[src/rtl/mips_mem_pkg.sv]
// Shared types and widths for the data-memory path: SRAM controller FSM states
// and bus/word sizes used by Mem_Stage and the top-level freeze logic.
package mips_mem_pkg;

    typedef enum logic [1:0] {
        IDLE = 2'd0,
        LOW  = 2'd1,
        HIGH = 2'd2,
        DONE = 2'd3
    } sram_state_t;

    localparam int SRAM_AW = 18;
    localparam int SRAM_DW = 16;
    localparam int WORD_W  = 32;
    localparam int WORD_AW = SRAM_AW - 1;   // 32-bit word index; the LSB of sram_addr selects the half
    localparam int COUNT_W = 4;

endpackage

[src/rtl/sram_wait_counter.sv]
// Per-access wait counter for the SRAM controller: counts the cycles one 16-bit
// access is held on the bus and flags the final one.
module sram_wait_counter
    import mips_mem_pkg::*;
#(
    parameter int SRAM_WAIT = 3
) (
    input  logic               clk,
    input  logic               rst,
    input  logic               clear,
    input  logic               enable,
    output logic [COUNT_W-1:0] count_next,
    output logic               last
);

    localparam logic [COUNT_W-1:0] LAST_COUNT = COUNT_W'(SRAM_WAIT - 1);

    logic [COUNT_W-1:0] count;

    // Clear wins over enable so a half finishing on its last count restarts at zero.
    always_comb begin
        count_next = count;
        if (clear) begin
            count_next = '0;
        end else if (enable) begin
            count_next = count + COUNT_W'(1);
        end
    end

    always_ff @(posedge clk or negedge rst) begin
        if (!rst) begin
            count <= '0;
        end else begin
            count <= count_next;
        end
    end

    assign last = (count == LAST_COUNT);

endmodule

[src/rtl/mem_sram_ctrl.sv]
// Data-memory controller: splits a 32-bit load/store into two timed 16-bit
// accesses (low half first) on an asynchronous SRAM, freezing the pipeline meanwhile.
module mem_sram_ctrl
    import mips_mem_pkg::*;
#(
    parameter int SRAM_WAIT = 3,
    parameter int ADDR_BASE = 1024
) (
    input  logic                clk,
    input  logic                rst,
    input  logic                mem_r_en,
    input  logic                mem_w_en,
    input  logic [WORD_W-1:0]   address,
    input  logic [WORD_W-1:0]   st_val,
    output logic [WORD_W-1:0]   read_data,
    output logic                ready,
    output logic [SRAM_AW-1:0]  sram_addr,
    output logic [SRAM_DW-1:0]  sram_dq_out,
    input  logic [SRAM_DW-1:0]  sram_dq_in,
    output logic                sram_dq_oe,
    output logic                sram_we_n,
    output sram_state_t         state
);

    localparam logic [COUNT_W-1:0] LAST_COUNT = COUNT_W'(SRAM_WAIT - 1);
    localparam logic [WORD_W-1:0]  BASE       = WORD_W'(ADDR_BASE);

    // Handshake: a request (mem_r_en | mem_w_en) is held stable by the pipeline
    // while ready=0; ready=1 either with no request pending or in the single DONE
    // cycle, and the pipeline advances on the edge that ends that cycle.

    sram_state_t        state_next;
    logic               req;
    logic               last;
    logic [COUNT_W-1:0] count_next;
    logic               count_clear;

    logic               op_store_q;
    logic               op_load_q;
    logic [WORD_AW-1:0] word_q;
    logic [WORD_W-1:0]  data_q;

    logic               op_store;
    logic [WORD_AW-1:0] op_word;
    logic [WORD_W-1:0]  op_data;
    logic [WORD_W-1:0]  offset;
    logic               unused_offset_bits;

    logic [SRAM_AW-1:0] addr_d;
    logic [SRAM_DW-1:0] dq_out_d;
    logic               oe_d;
    logic               we_n_d;
    logic               half_d;

    assign req   = mem_r_en | mem_w_en;
    assign ready = ~req | (state == DONE);

    assign offset             = address - BASE;
    assign unused_offset_bits = ^{offset[WORD_W-1:WORD_AW+2], offset[1:0]};

    // The operation is captured when it starts so a request that drops mid-access still completes.
    assign op_store = (state == IDLE) ? mem_w_en                  : op_store_q;
    assign op_word  = (state == IDLE) ? offset[WORD_AW+1:2]       : word_q;
    assign op_data  = (state == IDLE) ? st_val                    : data_q;

    assign count_clear = (state == IDLE) || (state == DONE) || last;

    sram_wait_counter #(
        .SRAM_WAIT (SRAM_WAIT)
    ) u_wait_counter (
        .clk        (clk),
        .rst        (rst),
        .clear      (count_clear),
        .enable     (1'b1),
        .count_next (count_next),
        .last       (last)
    );

    always_ff @(posedge clk or negedge rst) begin
        if (!rst) begin
            state <= IDLE;
        end else begin
            state <= state_next;
        end
    end

    always_comb begin
        state_next = state;
        case (state)
            IDLE:    if (req)  state_next = LOW;
            LOW:     if (last) state_next = HIGH;
            HIGH:    if (last) state_next = DONE;
            DONE:    state_next = IDLE;
            default: state_next = IDLE;
        endcase
    end

    // Bus values are decoded from the next state/count and registered, so the
    // SRAM pins change only on clock edges and line up with the state they belong to.
    always_comb begin
        addr_d   = '0;
        dq_out_d = '0;
        oe_d     = 1'b0;
        we_n_d   = 1'b1;
        half_d   = (state_next == HIGH);
        if ((state_next == LOW) || (state_next == HIGH)) begin
            addr_d = {op_word, half_d};
            if (op_store) begin
                oe_d     = 1'b1;
                dq_out_d = half_d ? op_data[WORD_W-1:SRAM_DW] : op_data[SRAM_DW-1:0];
                we_n_d   = (count_next == LAST_COUNT);
            end
        end
    end

    always_ff @(posedge clk or negedge rst) begin
        if (!rst) begin
            sram_addr   <= '0;
            sram_dq_out <= '0;
            sram_dq_oe  <= 1'b0;
            sram_we_n   <= 1'b1;
        end else begin
            sram_addr   <= addr_d;
            sram_dq_out <= dq_out_d;
            sram_dq_oe  <= oe_d;
            sram_we_n   <= we_n_d;
        end
    end

    // A simultaneous read+write request is treated as a store only.
    always_ff @(posedge clk or negedge rst) begin
        if (!rst) begin
            op_store_q <= 1'b0;
            op_load_q  <= 1'b0;
            word_q     <= '0;
            data_q     <= '0;
        end else if ((state == IDLE) && req) begin
            op_store_q <= mem_w_en;
            op_load_q  <= mem_r_en & ~mem_w_en;
            word_q     <= offset[WORD_AW+1:2];
            data_q     <= st_val;
        end
    end

    always_ff @(posedge clk or negedge rst) begin
        if (!rst) begin
            read_data <= '0;
        end else if (op_load_q && last) begin
            if (state == LOW) begin
                read_data[SRAM_DW-1:0] <= sram_dq_in;
            end else if (state == HIGH) begin
                read_data[WORD_W-1:SRAM_DW] <= sram_dq_in;
            end
        end
    end

endmodule

[config.mk]
export PLATFORM = sky130hd
export DESIGN_NAME = mem_sram_ctrl
export DESIGN_NICKNAME = d
export VERILOG_FILES = /design/src/rtl/mips_mem_pkg.sv /design/src/rtl/sram_wait_counter.sv /design/src/rtl/mem_sram_ctrl.sv
export SDC_FILE = /design/constraint.sdc
export NUM_CORES = 1
export LEC_CHECK = 0
export ABC_CLOCK_PERIOD_IN_PS = 3640
export CAP_MARGIN = 20
export CORE_MARGIN = 3
export CORE_UTILIZATION = 49
export CTS_BUF_LIST = sky130_fd_sc_hd__clkbuf_4 sky130_fd_sc_hd__clkbuf_8
export DETAILED_ROUTE_END_ITERATION = 7
export PLACE_DENSITY = 0.82
export RECOVER_POWER = 100
export SLEW_MARGIN = 20
export SYNTH_ARGS = -nofsm -noshare
export SYNTH_HDL_FRONTEND = slang
export SYNTH_SLANG_ARGS = --single-unit
export TNS_END_PERCENT = 10
[constraint.sdc]
create_clock -name clk -period 3.64 [get_ports clk]
set_clock_uncertainty 0.15 [all_clocks]
set_input_delay 0.728 -clock clk [delete_from_list [all_inputs] [get_ports clk]]
set_output_delay 0.728 -clock clk [all_outputs]
set_load 0.005 [all_outputs]
* Yosys cells after proc, flatten, opt, wreduce, memory -nomap -nowiden
Index checks and enable logic that the tools add are counted.
** Word-level totals
- Register bits :: 125
- Input port bits :: 84
** Operators by class
- Equal/unequal tests :: 7
- Bitwise operators :: 6
- Reduce and logical (&&, ||, !) cells :: 8
- Add/sub/neg operators :: 2
- Muxes and demuxes :: 16
** Operators with widths (count)
- 2-to-1 mux 16 bit :: 3
- 2-to-1 mux 32 bit :: 1
- subtractor 19 x 11 -> 19 bit (second input constant) :: 1
- 2-to-1 mux 18 bit :: 1
- 2-to-1 mux 17 bit :: 1
- equality test 4 x 2 -> 1 bit (second input constant) :: 2
- one-hot mux 2 bit (4 select lines) :: 1
- equality test 2 bit (second input constant) :: 3
- 2-to-1 mux 2 bit :: 3
- 2-to-1 mux 1 bit :: 5
- adder 4 x 1 -> 4 bit (second input constant) :: 1
- equality test 2 x 1 -> 1 bit (second input constant) :: 2
- 2-to-1 mux 4 bit :: 1
- logical OR 1 bit :: 3
- inverter 1 bit :: 3
- AND reduction 3 bit :: 1
- logical AND 1 bit :: 2
- zero test 2 bit :: 1
- OR 1 bit :: 2
- AND reduction 2 bit :: 1
- AND 1 bit :: 1

* Depth between registers and ports, before layout
- Depth after elaboration :: 7
- Mapped depth :: 13
- Depth with buffers taken out :: 8

* Modules after synthesis
From an unflattened synthesis, not the netlist that was laid out.
** Unflattened totals
- Cells, all modules :: 456
- Area, all modules :: 5292.6 µm²
** By module, submodules not included
- mem_sram_ctrl :: sequential area each 3029.2 µm², instances 1, area an instance 5071.1 µm², cells each 436
- sram_wait_counter :: sequential area each 100.1 µm², instances 1, area an instance 221.5 µm², cells each 20

* Least setup slack after synthesis
Ideal clock, no wire load.
- Path kind :: flip-flop to flip-flop
- Start :: register state[0]
- End :: register sram_dq_out[10]
- Arrival :: 2901 ps
- Path buffers :: 5
- Period minus slack after synthesis :: 3170 ps
- Setup time :: 119 ps
- Setup slack :: 470 ps
- Stages on the path, launching flop included :: 13
- Cell sequence :: dfrtp_1 -> inv_1 -> ha_1 -> clkbuf_1 -> buf_2 -> o21ai_1 -> clkbuf_1 -> o21a_1 -> ha_1 -> clkbuf_1 -> clkbuf_1 -> mux4_2 -> and2_1
** Between the ends
- Word-level cells in the longest chain between the ends :: 6
- Elaborated cells on any way between the ends :: 16
- Those cells by class :: eq/ne (5); mux (9); reduce/logical (2)
** RTL lines
- from (decl) :: RTL line mem_sram_ctrl.sv:22 : output sram_state_t state
- from (signal assigned) :: RTL line mem_sram_ctrl.sv:83 : state <= state_next;
- equality test 2 bit, or another cell as far along :: RTL line mem_sram_ctrl.sv:89 : case (state)
- one-hot mux 2 bit (4 select lines) :: RTL line mem_sram_ctrl.sv:89
- equality test 2 bit :: RTL line mem_sram_ctrl.sv:105, mem_sram_ctrl.sv:106
- 2-to-1 mux 16 bit :: RTL line mem_sram_ctrl.sv:110 : dq_out_d = half_d ? op_data[WORD_W-1:SRAM_DW] : op_data[SRAM_DW-1:0];
- 2-to-1 mux 16 bit :: RTL line mem_sram_ctrl.sv:108 : if (op_store) begin
- 2-to-1 mux 16 bit * :: RTL line mem_sram_ctrl.sv:106 : if ((state_next == LOW) || (state_next == HIGH)) begin
- net dq_out_d[10] :: RTL line mem_sram_ctrl.sv:50 : logic [SRAM_DW-1:0] dq_out_d;
- to (signal assigned) :: RTL line mem_sram_ctrl.sv:124 : sram_dq_out <= dq_out_d;
- to (decl) :: RTL line mem_sram_ctrl.sv:18 : output logic [SRAM_DW-1:0] sram_dq_out,
The timed path passes the listed nets; every way through them passes the cells marked *.
A chain may end at the register's enable or synchronous reset.

* Final worst setup path
- Start :: input mem_w_en
- End :: register word_q[11]
** Between the ends
- Word-level cells in the longest chain between the ends :: 2
** RTL lines
- from (decl) :: RTL line mem_sram_ctrl.sv:12 : input logic mem_w_en,
- OR 1 bit :: RTL line mem_sram_ctrl.sv:55 : assign req = mem_r_en | mem_w_en;
- logical AND 1 bit :: RTL line mem_sram_ctrl.sv:137 : end else if ((state == IDLE) && req) begin
- to (signal assigned) :: RTL line mem_sram_ctrl.sv:140 : word_q <= offset[WORD_AW+1:2];
- to (decl) :: RTL line mem_sram_ctrl.sv:40 : logic [WORD_AW-1:0] word_q;
Every way passes these cells.

==> metrics.md <==
| Metric | Value |
|---|---|
| Area growth, synth to finish | `35.6%` |
| Arr. time, crit path | `3.13 ns` |
| Number of diodes | `0` |
| CP delay by family, top | `buffers and inverters` |
| Worst Path Required | `3.71 ns` |
| First-pass GRT wire length | `19700 µm` |
| Clock buffer count from CTS | `17` |
| Initial Util | `50.7%` |
| Die width | `110 µm` |
| Ys Warns | `0` |
| Design Area, Final | `0.00717 mm²` |
| Worst Tran Pin Value | `1.67 ns` |
| Worst path max stage delay | `1.25 ns` |
| Die Area | `between 0.01 and 0.015 mm²` |
| Routed WL per cell | `~16 µm` |
| Failing checks | `max-capacitance violations, max-slew violations` |
| Critical R2R Capture | `sram_addr[4]` |
| Worst VDD drop | `0.000376 V` |
| Fin crit share | `between 80% and 90%` |
| CTS resizes | `0` |
| Share of layout cells above drive strength 1 | `15.5%` |
| Clock latency on the worst-skew pair | `0.42 ns` |
| Critical path peak fanout | `38` |
| #FFs+latches synth | `125` |
| Clock-pin slew on the worst setup and hold paths | `0.08 ns` |
| Final ANT Viol Nets | `0` |
| Setup Buffers After CTS | `0` |
| Setup Viol. Count Final | `0` |
| Hold Path Depth | `2` |
| CTS root buffer | `clkbuf_8` |
| Final WL | `12200 µm` |
| Hold path startpoint | `data_q[21]` |
| Max Buffers Root-to-Sink | `2` |
| CTS tree | `built` |
| Routability cong. | `around 0.79` |
| Synth top area share | `roughly three fifths` |
| FP Rows | `37` |
| Area leader, netlist | `dfrtp_1` |
| Unrepaired setup endpoints after global routing | `no` |
| Worst-path cell chain | `clkdlybuf4s50_1, o21ai_0, clkbuf_1, o21ai_0` |
| Slew HR | `-11.3%` |
| Core area | `0.0104 mm²` |
| Worst Setup Path Type | `input port to register` |
| R2R Setup Slk | `0.64 ns` |
| Top post-synthesis cells by area | `dfrtp_1 (59%), nand2_1 (9.0%), mux2_2 (6.8%), mux4_2 (6.8%), and2_1 (2.0%)` |
| Syn nets | `542` |
| Post-DP Area | `between 0.006 and 0.007 mm²` |
| Worst r2r src | `state[0]` |
| Hold Path Class | `register to register` |
| Final min period | `between 3 and 4 ns` |
| Pre-antenna DRT Iters | `4` |
| Hold WS | `0.324 ns` |
| Setup_tns | `0 ns` |
| Slowest cell on crit path | `clkbuf_1` |
| Cell Area, Synth | `0.00528 mm²` |
| Max_cap viols | `1` |
| Synth Instances | `450` |
| Initial drt markers | `158` |
| Sequential area share after synthesis | `59.2%` |
| GRT Total Usage | `21.4%` |
| Grt total ovfl | `0` |
| Setup crit end kind | `register` |
| Io pins | `155` |
| Most frequent cells in the layout | `nand2_1 (127), dfrtp_1 (124), dlygate4sd3_1 (70)` |
| Vias in the first global route | `4051` |
| Status | `finished, violations left` |
| Critical path buffers and inverters | `2` |
| Port Buffers | `about 140` |
| CTS sink cnt | `125` |
| Commonest non-fill, non-tap cell in the layout | `nand2_1` |
| Final Hold Fails | `0` |
| Hpwl dp | `8600 µm` |
| Initial antenna violation count | `0` |
| Total Nets Final | `686` |
| Cts hold-fix bufs | `0` |
| CP dominant cell by count | `o21ai_0` |
| Chip height | `110 µm` |
| H-tree level count | `4` |
| Yosys cell types | `37` |
| Hold worst-path end | `data_q[21]` |
| Total number of vias | `3865` |
| FMAX | `about 330 MHz` |
| Cell leakage power | `0.00331 µW` |
| Crit path launch type | `input port` |
| Post-route DRC | `0` |
| Largest net degree at the start of global routing | `61` |
| Pwr/cell area | `830 mW/mm²` |
| Syn_area_per_cell | `11.7 µm²` |
| Power Total | `5940 µW` |
| R2R depth | `8` |
| Max-slew violations | `39` |
| Vias/cell | `between 5 and 6` |
==> logic make-up (layout without fill, tap and decap cells) <==
logic type,after synthesis,after routing,synth area share (%)
mux,58,58,15.5
buf+inv,30,186,2.58
compound gates,36,36,4.43
fa+ha+maj,8,8,1.89
flops,125,125,59.2
simple gates,187,187,15.3
xor+xnor,6,6,0.995
==> metrics by stage <==
step	util, %	instances	setup WS (ns)
2_1_floorplan	-	450	0.470
3_3_place_gp	65.5	711	0.643
3_5_place_dp	65.5	711	0.592
4_1_cts	69.3	742	0.776
5_1_grt	68.8	742	0.340
6_report	68.8	742	0.580
==> registers in the layout, indices dropped and copies added, names as in the netlist <==
register / count
word_q: 17
sram_dq_out: 16
data_q: 32
op_store_q: 1
sram_dq_oe: 1
sram_addr: 18
state: 2
read_data: 32
u_wait_counter.count: 4
sram_we_n: 1
op_load_q: 1
==> Yosys cell counts <==
cell / n
or4_4: 2
nand3_1: 1
nand3_2: 2
a31oi_1: 5
or3b_2: 1
nor3b_1: 2
xnor2_1: 6
or3_2: 1
dfstp_2: 1
ha_1: 8
or3_1: 2
o21bai_1: 1
nor3_1: 2
inv_1: 7
mux2_2: 32
or2_2: 2
a22o_1: 1
and2_1: 17
mux2i_1: 10
mux4_2: 16
a311oi_1: 4
nand2_1: 127
o31ai_1: 3
clkbuf_1: 14
o21a_1: 2
o21ai_1: 1
o41ai_1: 1
a21oi_1: 5
nor2b_1: 1
o21ai_0: 9
or4_1: 1
buf_6: 2
nor2_1: 25
buf_2: 7
dfrtp_1: 124
a211oi_1: 4
nand2b_1: 1
==> layer usage <==
| metal | wire length (µm) | track usage [%] | vias to the layer above |
|---|---|---|---|
| li1 | - | - | 1805 |
| met1 | 4890 | 26.3 | 1923 |
| met2 | 6370 | 36.3 | 111 |
| met3 | 611 | 5.11 | 26 |
| met4 | 308 | 9.08 | 0 |
| met5 | 0 | 0 | - |
==> cell type report <==
class | count | area (µm²)
fillers | 777 | 3250
repair buffers | 148 | 1440
clock inverters | 13 | 143
multi-input cells | 295 | 2010
clock buffers | 18 | 248
inverters | 7 | 26.3
well taps | 136 | 170
flip-flops and latches | 125 | 3130
==> where the power goes <==
part | switching, µW | internal (µW) | total, µW | leakage [µW]
clock network | 549 | 625 | 1170 | 0.000195
logic | 1210 | 1270 | 2480 | 0.00157
registers | 283 | 2000 | 2290 | 0.00154
==> how the worst max path moves through the flow <==
stage          slack, ns  cells past startpoint         endpoint      from
5_1_grt             0.34                      5       word_q[11]  state[0]
3_3_place_gp        0.64                      8   sram_dq_out[0]  mem_r_en
2_1_floorplan       0.47                     12  sram_dq_out[10]  state[0]
4_1_cts             0.78                      3            ready  mem_r_en
6_report            0.58                      4       word_q[11]  mem_w_en
3_5_place_dp        0.59                      8  sram_dq_out[10]  mem_r_en
==> worst reg2reg max path: cells and delay by family, from the launching register on <==
| kind | cells | cell delay (ns) |
|---|---|---|
| adders and majority gates | 2 | 0.68 |
| and+or+nand+nor | 1 | 0.15 |
| AOI/OAI and AO/OA | 2 | 0.39 |
| buffers and inverters | 3 | 1.03 |
| DFF | 1 | 0.45 |
Note: power is estimated with default switching activity, not from simulation.
